`src/rtl/fft_addr_gen_cfg_if.sv`:
```
// Bundle between the FFT controller/RAM side and the address generator.
// The master modport is the controller and testbench side; the slave modport is the generator.
interface fft_addr_gen_cfg_if #(
    parameter int MAX_LOG2N = 13,
    parameter int SW        = $clog2(MAX_LOG2N + 1)
);
    localparam int AW = MAX_LOG2N;

    logic          start;
    logic          mode_dif;
    logic [SW-1:0] log2n;
    logic          in_valid;
    logic          in_ready;
    logic          rd_en;
    logic [AW-1:0] rd_addr;
    logic          wr_en;
    logic [AW-1:0] wr_addr;
    logic          wr_sel_in;
    logic [AW-2:0] k;
    logic [SW-1:0] stage;
    logic          out_last;
    logic          busy;
    logic          done;

    modport master (
        output start, mode_dif, log2n, in_valid,
        input  in_ready, rd_en, rd_addr, wr_en, wr_addr, wr_sel_in, k, stage, out_last, busy, done
    );

    modport slave (
        input  start, mode_dif, log2n, in_valid,
        output in_ready, rd_en, rd_addr, wr_en, wr_addr, wr_sel_in, k, stage, out_last, busy, done
    );
endinterface

```
`src/rtl/fft_addr_gen_cfg.sv`:
```
// Address and twiddle-index sequencer for an in-place radix-2 FFT, runtime DIT/DIF and size.
// state   | meaning
// IDLE    | waiting for start
// LOAD    | streaming N input samples into RAM
// COMPUTE | one butterfly operand read per cycle for the current stage
// DRAIN   | PIPE_LAT idle cycles so the stage's last write lands before the next stage reads
// UNLOAD  | N output reads in natural order
module fft_addr_gen_cfg #(
    parameter int MAX_LOG2N = 13,
    parameter int PIPE_LAT  = 3,
    parameter int SW        = $clog2(MAX_LOG2N + 1)
) (
    input  logic              clk,
    input  logic              rst,
    fft_addr_gen_cfg_if.slave bus
);
    localparam int AW = MAX_LOG2N;
    localparam int DW = (PIPE_LAT > 1) ? $clog2(PIPE_LAT) : 1;

    typedef enum logic [2:0] {S_IDLE, S_LOAD, S_COMPUTE, S_DRAIN, S_UNLOAD} state_t;

    state_t        state_q, state_d;
    logic          mode_q, mode_d;
    logic [SW-1:0] l_q, l_d;
    logic [SW-1:0] stage_q, stage_d;
    logic [AW-1:0] cnt_q, cnt_d;
    logic [DW-1:0] drain_q, drain_d;
    logic          done_q, done_d;
    logic [PIPE_LAT-1:0] dly_en_q, dly_en_d;
    logic [AW-1:0] dly_addr_q [PIPE_LAT];
    logic [AW-1:0] dly_addr_d [PIPE_LAT];

    logic [AW-1:0] n_m1, rev_cnt, b, span_m1, x0, x1, rd_addr_c;
    logic [SW-1:0] sh, ksh, l_in;
    logic [AW-2:0] k_c;
    logic          last_cnt, load_wr;

    function automatic logic [AW-1:0] bitrev(input logic [AW-1:0] x, input logic [SW-1:0] l);
        logic [AW-1:0] r;
        for (int i = 0; i < AW; i++) r[i] = x[AW-1-i];
        return r >> (SW'(AW) - l);
    endfunction

    // DIT and DIF share one formula once the span exponent is chosen; k shift is MAX_LOG2N-1-sh.
    always_comb begin
        n_m1     = AW'(((AW+1)'(1) << l_q) - (AW+1)'(1));
        last_cnt = (cnt_q == n_m1);
        rev_cnt  = bitrev(cnt_q, l_q);
        sh       = mode_q ? (l_q - stage_q - SW'(1)) : stage_q;
        ksh      = SW'(MAX_LOG2N - 1) - sh;
        b        = cnt_q >> 1;
        span_m1  = (AW'(1) << sh) - AW'(1);
        x0       = ((b >> sh) << (sh + SW'(1))) | (b & span_m1);
        x1       = x0 + span_m1 + AW'(1);
        k_c      = (AW-1)'(b & span_m1) << ksh;
        load_wr  = (state_q == S_LOAD) && bus.in_valid;
        rd_addr_c = '0;
        if (state_q == S_COMPUTE)     rd_addr_c = cnt_q[0] ? x1 : x0;
        else if (state_q == S_UNLOAD) rd_addr_c = mode_q ? rev_cnt : cnt_q;
        l_in = ((bus.log2n == '0) || (bus.log2n > SW'(MAX_LOG2N))) ? SW'(MAX_LOG2N) : bus.log2n;
    end

    always_comb begin
        state_d = state_q;
        mode_d  = mode_q;
        l_d     = l_q;
        stage_d = stage_q;
        cnt_d   = cnt_q;
        drain_d = drain_q;
        done_d  = 1'b0;
        case (state_q)
            S_IDLE: if (bus.start) begin
                state_d = S_LOAD;
                mode_d  = bus.mode_dif;
                l_d     = l_in;
                stage_d = '0;
                cnt_d   = '0;
            end
            S_LOAD: if (bus.in_valid) begin
                cnt_d = cnt_q + AW'(1);
                if (last_cnt) begin
                    state_d = S_COMPUTE;
                    stage_d = '0;
                    cnt_d   = '0;
                end
            end
            S_COMPUTE: begin
                cnt_d = cnt_q + AW'(1);
                if (last_cnt) begin
                    state_d = S_DRAIN;
                    cnt_d   = '0;
                    drain_d = DW'(PIPE_LAT - 1);
                end
            end
            S_DRAIN: begin
                drain_d = drain_q - DW'(1);
                if (drain_q == '0) begin
                    cnt_d = '0;
                    if (stage_q == l_q - SW'(1)) begin
                        state_d = S_UNLOAD;
                    end else begin
                        state_d = S_COMPUTE;
                        stage_d = stage_q + SW'(1);
                    end
                end
            end
            S_UNLOAD: begin
                cnt_d = cnt_q + AW'(1);
                if (last_cnt) begin
                    state_d = S_IDLE;
                    cnt_d   = '0;
                    done_d  = 1'b1;
                end
            end
            default: state_d = S_IDLE;
        endcase
    end

    // Only butterfly reads are written back; unload reads must not overwrite the result.
    always_comb begin
        dly_en_d      = '0;
        dly_en_d[0]   = (state_q == S_COMPUTE);
        dly_addr_d[0] = (state_q == S_COMPUTE) ? rd_addr_c : '0;
        for (int i = 1; i < PIPE_LAT; i++) begin
            dly_en_d[i]   = dly_en_q[i-1];
            dly_addr_d[i] = dly_addr_q[i-1];
        end
    end

    always_ff @(posedge clk) begin
        if (rst) begin
            state_q  <= S_IDLE;
            mode_q   <= 1'b0;
            l_q      <= '0;
            stage_q  <= '0;
            cnt_q    <= '0;
            drain_q  <= '0;
            done_q   <= 1'b0;
            dly_en_q <= '0;
            for (int i = 0; i < PIPE_LAT; i++) dly_addr_q[i] <= '0;
        end else begin
            state_q  <= state_d;
            mode_q   <= mode_d;
            l_q      <= l_d;
            stage_q  <= stage_d;
            cnt_q    <= cnt_d;
            drain_q  <= drain_d;
            done_q   <= done_d;
            dly_en_q <= dly_en_d;
            for (int i = 0; i < PIPE_LAT; i++) dly_addr_q[i] <= dly_addr_d[i];
        end
    end

    assign bus.in_ready  = (state_q == S_LOAD);
    assign bus.rd_en     = (state_q == S_COMPUTE) || (state_q == S_UNLOAD);
    assign bus.rd_addr   = rd_addr_c;
    assign bus.wr_en     = load_wr || dly_en_q[PIPE_LAT-1];
    assign bus.wr_addr   = load_wr ? (mode_q ? cnt_q : rev_cnt) : dly_addr_q[PIPE_LAT-1];
    assign bus.wr_sel_in = load_wr;
    assign bus.k         = (state_q == S_COMPUTE) ? k_c : '0;
    assign bus.stage     = stage_q;
    assign bus.out_last  = (state_q == S_UNLOAD) && last_cnt;
    assign bus.busy      = (state_q != S_IDLE);
    assign bus.done      = done_q;
endmodule

```
`src/flat_wrapper.sv`:
```
// flat-port wrapper written by rule: the top's interface ports become plain ports
module fft_addr_gen_cfg_flat 
#(
    parameter int MAX_LOG2N = 13,
    parameter int PIPE_LAT  = 3,
    parameter int SW        = $clog2(MAX_LOG2N + 1)
)
  (clk, rst, bus_start, bus_mode_dif, bus_log2n, bus_in_valid, bus_in_ready, bus_rd_en, bus_rd_addr, bus_wr_en, bus_wr_addr, bus_wr_sel_in, bus_k, bus_stage, bus_out_last, bus_busy, bus_done);
  fft_addr_gen_cfg_if #(.MAX_LOG2N(MAX_LOG2N), .SW(SW)) bus_i ();
  input  logic clk;
  input  logic rst;
  input wire logic [$bits(bus_i.start)-1:0] bus_start;
  input wire logic [$bits(bus_i.mode_dif)-1:0] bus_mode_dif;
  input wire logic [$bits(bus_i.log2n)-1:0] bus_log2n;
  input wire logic [$bits(bus_i.in_valid)-1:0] bus_in_valid;
  output wire logic [$bits(bus_i.in_ready)-1:0] bus_in_ready;
  output wire logic [$bits(bus_i.rd_en)-1:0] bus_rd_en;
  output wire logic [$bits(bus_i.rd_addr)-1:0] bus_rd_addr;
  output wire logic [$bits(bus_i.wr_en)-1:0] bus_wr_en;
  output wire logic [$bits(bus_i.wr_addr)-1:0] bus_wr_addr;
  output wire logic [$bits(bus_i.wr_sel_in)-1:0] bus_wr_sel_in;
  output wire logic [$bits(bus_i.k)-1:0] bus_k;
  output wire logic [$bits(bus_i.stage)-1:0] bus_stage;
  output wire logic [$bits(bus_i.out_last)-1:0] bus_out_last;
  output wire logic [$bits(bus_i.busy)-1:0] bus_busy;
  output wire logic [$bits(bus_i.done)-1:0] bus_done;
  assign bus_i.start = bus_start;
  assign bus_i.mode_dif = bus_mode_dif;
  assign bus_i.log2n = bus_log2n;
  assign bus_i.in_valid = bus_in_valid;
  assign bus_in_ready = bus_i.in_ready;
  assign bus_rd_en = bus_i.rd_en;
  assign bus_rd_addr = bus_i.rd_addr;
  assign bus_wr_en = bus_i.wr_en;
  assign bus_wr_addr = bus_i.wr_addr;
  assign bus_wr_sel_in = bus_i.wr_sel_in;
  assign bus_k = bus_i.k;
  assign bus_stage = bus_i.stage;
  assign bus_out_last = bus_i.out_last;
  assign bus_busy = bus_i.busy;
  assign bus_done = bus_i.done;
  fft_addr_gen_cfg #(.MAX_LOG2N(MAX_LOG2N), .PIPE_LAT(PIPE_LAT), .SW(SW)) u_core (.clk(clk), .rst(rst), .bus(bus_i));
endmodule
```
`config.mk`:
```
export PLATFORM = sky130hd
export DESIGN_NAME = fft_addr_gen_cfg_flat
export DESIGN_NICKNAME = d
export VERILOG_FILES = /design/src/rtl/fft_addr_gen_cfg_if.sv /design/src/rtl/fft_addr_gen_cfg.sv /design/src/flat_wrapper.sv
export SDC_FILE = /design/constraint.sdc
export NUM_CORES = 1
export LEC_CHECK = 0
export BUFFER_PORTS_ARGS = -buffer_cell sky130_fd_sc_hd__buf_2
export CORE_MARGIN = 4
export CORE_UTILIZATION = 58
export DETAILED_ROUTE_END_ITERATION = 16
export HOLD_SLACK_MARGIN = 0.03
export PLACE_DENSITY = 0.78
export SLEW_MARGIN = 20
export SYNTH_ARGS = -nofsm -noshare
export SYNTH_HDL_FRONTEND = slang
export SYNTH_SLANG_ARGS = --single-unit
export TNS_END_PERCENT = 1
```
`constraint.sdc`:
```
create_clock -name clk -period 8.6 [get_ports clk]
set_clock_uncertainty 0.1 [all_clocks]
set_input_delay 0 -clock clk [delete_from_list [all_inputs] [get_ports clk]]
set_output_delay 0 -clock clk [all_outputs]
set_load 0.01 [all_outputs]
```
==> results.sh <==
export IMPL_synth_edf_count=0
export IMPL_rows=40
export IMPL_ys_flop_type="dfxtp_1"
export IMPL_cts_resized=0
export IMPL_ys_seq_elements=70
export IMPL_fin_ws_ns=1.454
export IMPL_period_share_pct=83.09
export IMPL_antenna_found_initial=0
export IMPL_max_cap_viol_count=0
export IMPL_synth_distinct_cells=95
export IMPL_dp_cells=1139
export IMPL_critPathKind="reg2out"
export IMPL_clock_root_buffer="clkbuf_16"
export IMPL_die_y_um=120.2
export IMPL_routabilityCongestion=1.004
export IMPL_avgSynthCellArea_um2=7.423
export IMPL_hold_viol=0
export IMPL_drv_slew=0
export IMPL_dieArea_um2=14450
export IMPL_ff2ff_path_depth=26
export IMPL_ir_drop_uv=110.7
export IMPL_hold_class="in2reg"
export IMPL_io_buffers=57
export IMPL_crit_arrival_ns=7.05
export IMPL_max_freq_mhz=139.9
export IMPL_worstSkewPairLatency_ns=0.34
export IMPL_cts_sinks=70
export IMPL_routed_via_density=6.633
export IMPL_layout_nets=1032
export IMPL_boundaryPins=58
export IMPL_wl_per_cell_um=20.09
export IMPL_p_leak_nw=3.049
export IMPL_synth_top_area_cell="dfxtp_1"
export IMPL_dp_hpwl_um=16410
export IMPL_worstMarginPinSlew_ns=1.166
export IMPL_period_needed_ns=7.146
export IMPL_min_path_cells=4
export IMPL_path_clk_slew_ns=0.07
export IMPL_drtPass1Iterations=6
export IMPL_grt_max_degree=67
export IMPL_synth_net_count=1025
export IMPL_grt_pass1_vias=7279
export IMPL_grt_setup_unrepaired="false"
export IMPL_status="complete, no violations"
export IMPL_cp_start_kind="flip-flop"
export IMPL_synthTopCellsByArea="dfxtp_1, nand2_1, ha_1, a21oi_1, o21ai_0"
export IMPL_grt_usage_pct=32.28
export IMPL_die_w_um=120.2
export IMPL_wl_met3_um=2354
export IMPL_pre_cts_ws_ns=1.994
export IMPL_p_per_area_nw_per_um2=227.6
export IMPL_vias=7721
export IMPL_yosys_cell_count_top_type="nand2_1"
export IMPL_drive_gt1_share_pct=14.66
export IMPL_post_route_drc_count=0
export IMPL_grt_overflow=0
export IMPL_clock_path_buffers=2
export IMPL_n_antenna_cell=0
export IMPL_crit_required_ns=8.50
export IMPL_cts_tree="built"
export IMPL_cts_setup_buffers=0
export IMPL_synth_top_area_share_pct=19.18
export IMPL_clock_tree_htree_level_count=3
export IMPL_ant_nets=0
export IMPL_async_reset_ff_share_pct=0
export IMPL_initial_core_util_pct=60.06
export IMPL_wl_um=23380
export IMPL_wl_met1_um=9245
export IMPL_synth_seq_area_share_pct=19.18
export IMPL_end_kind="output pin"
export IMPL_synthCells=984
export IMPL_initialDrtViolationCount=1075
export IMPL_cts_buffers=9
export IMPL_place_area_um2=7541
export IMPL_core_area_um2=12160
export IMPL_tns_ns=0
export IMPL_dr_wl_met2_um=10600
export IMPL_netlist_top_cells_count="nand2_1, nor2_1, dfxtp_1"
export IMPL_fillCellCount=1100
export IMPL_grt_pass1_wl_um=37920
export IMPL_ys_warn_count=0
export IMPL_final_cell_area_um2=7918
export IMPL_path_max_fanout=28
export IMPL_netlist_area_um2=7305
export IMPL_finalNonFillerCells=1164
export IMPL_slew_headroom_pct=22.14
export IMPL_area_growth_pct=8.393
export IMPL_highest_layer="met4"
export IMPL_ctsHoldBuffers=9
export IMPL_setup_viol=0
-- state kept, by name, indices dropped and copies added (netlist names) --
signal and cells:
u_core.cnt_q 13, u_core.mode_q 1, u_core.state_q 3, u_core.bus.done 1, u_core.dly_en_q 3, u_core.bus.stage 4, u_core.dly_addr_q 39, u_core.l_q 4
u_core.drain_q 2
-- critical path: stages (launching register included) --
cell and delay (ns):
dfxtp_1 0.33, buf_4 0.26, ha_1 0.24, inv_1 0.06
fa_1 0.57, nor2b_4 0.06, or2_1 0.22, buf_4 0.24
nand2_1 0.22, inv_1 0.26, ha_1 0.33, nor2_1 0.48
nand2_1 0.19, a21oi_4 0.34, a21oi_1 0.13, or4b_1 0.62
o311a_1 0.21, inv_1 0.08, ha_1 0.27, and2_1 0.18
o21ai_0 0.14, o21ai_0 0.13, o41a_1 0.35, xnor2_1 0.17
nand2_1 0.08, xor2_1 0.22, o22ai_1 0.15, buf_2 0.16
-- where the power goes --
part	internal [W]	total, W	switching [W]
Sequential	0.000341	0.000387	0.0000457
Combinational	0.000378	0.00105	0.000675
Clock	0.000201	0.000362	0.000161
-- cell usage in the layout, fill, tap and decap left out, types with 8 or more instances in the layout --
| cell | count |
|---|---|
| nor2_1 | 74 |
| a31oi_1 | 9 |
| mux2i_1 | 27 |
| and3_1 | 13 |
| nor4_1 | 9 |
| dlygate4sd3_1 | 9 |
| a21oi_1 | 68 |
| clkbuf_16 | 9 |
| a211oi_1 | 14 |
| o211ai_1 | 9 |
| nor2b_1 | 39 |
| o22ai_1 | 10 |
| nand3_1 | 31 |
| o21ai_0 | 67 |
| and2_1 | 8 |
| a22oi_1 | 8 |
| dfxtp_1 | 69 |
| nand2_1 | 111 |
| mux4_2 | 14 |
| buf_4 | 15 |
| ha_1 | 30 |
| nor3_1 | 31 |
| buf_2 | 57 |
| or3_1 | 10 |
| xnor2_1 | 29 |
| inv_1 | 38 |
| o31ai_1 | 8 |
| xor2_1 | 11 |
-- per-layer routing --
layer  vias to the layer above  GRT usage, %
li1                       3608             -
met1                      3539         43.00
met2                       474         51.07
met3                       100         5.051
met4                         0         15.79
met5                         -             0
-- logic make-up (layout without fill, tap and decap cells) --
family | Yosys count | in the layout | synth area share, %
flip-flops | 70 | 70 | 19.18
multiplexers | 47 | 47 | 8.907
buffers and inverters | 124 | 136 | 7.331
XOR/XNOR | 42 | 42 | 5.396
AO/OA/AOI/OAI | 292 | 292 | 27.53
adder cells (fa/ha/maj) | 32 | 32 | 5.687
AND/OR/NAND/NOR | 377 | 377 | 25.97
-- area by class of cell --
cell class                 count  area, um2  area share, %
clock buffer                   9      225.2          2.845
timing repair buffer          81      488.0          6.163
sequential                    70       1403          17.71
tap                          168      210.2          2.655
inverter                      39      146.4          1.849
clock inverter                 7      61.31         0.7743
multi-input combinational    790       5384          68.00
-- worst paths after layout --
path                                         endpoint  slack [ns]                                from
hold reg to reg   u_core.dly_addr_q[0][16]$_SDFF_PP0_        0.33  u_core.dly_addr_q[0][3]$_SDFF_PP0_
setup / recovery                      bus_rd_addr[12]        1.45          u_core.l_q[0]$_SDFFE_PP0P_
hold / removal             u_core.mode_q$_SDFFE_PP0P_        0.05                           bus_start
setup reg to reg  u_core.dly_addr_q[0][12]$_SDFF_PP0_        1.88          u_core.l_q[0]$_SDFFE_PP0P_
-- per-stage QoR --
| step | power (W) | hold slack [ns] | util (%) |
|---|---|---|---|
| final | 0.001802 | 0.05265 | 65.10 |
| after global placement | 0.001398 | 0.1453 | 62.01 |
| after global routing | 0.001927 | 0.09962 | 65.10 |
| after CTS | 0.001778 | 0.03113 | 65.10 |
| after detailed placement | 0.001407 | 0.1481 | 62.01 |
| after floorplan | 0.001189 | 0.03605 | - |
Power figures use the tool's default switching activity.
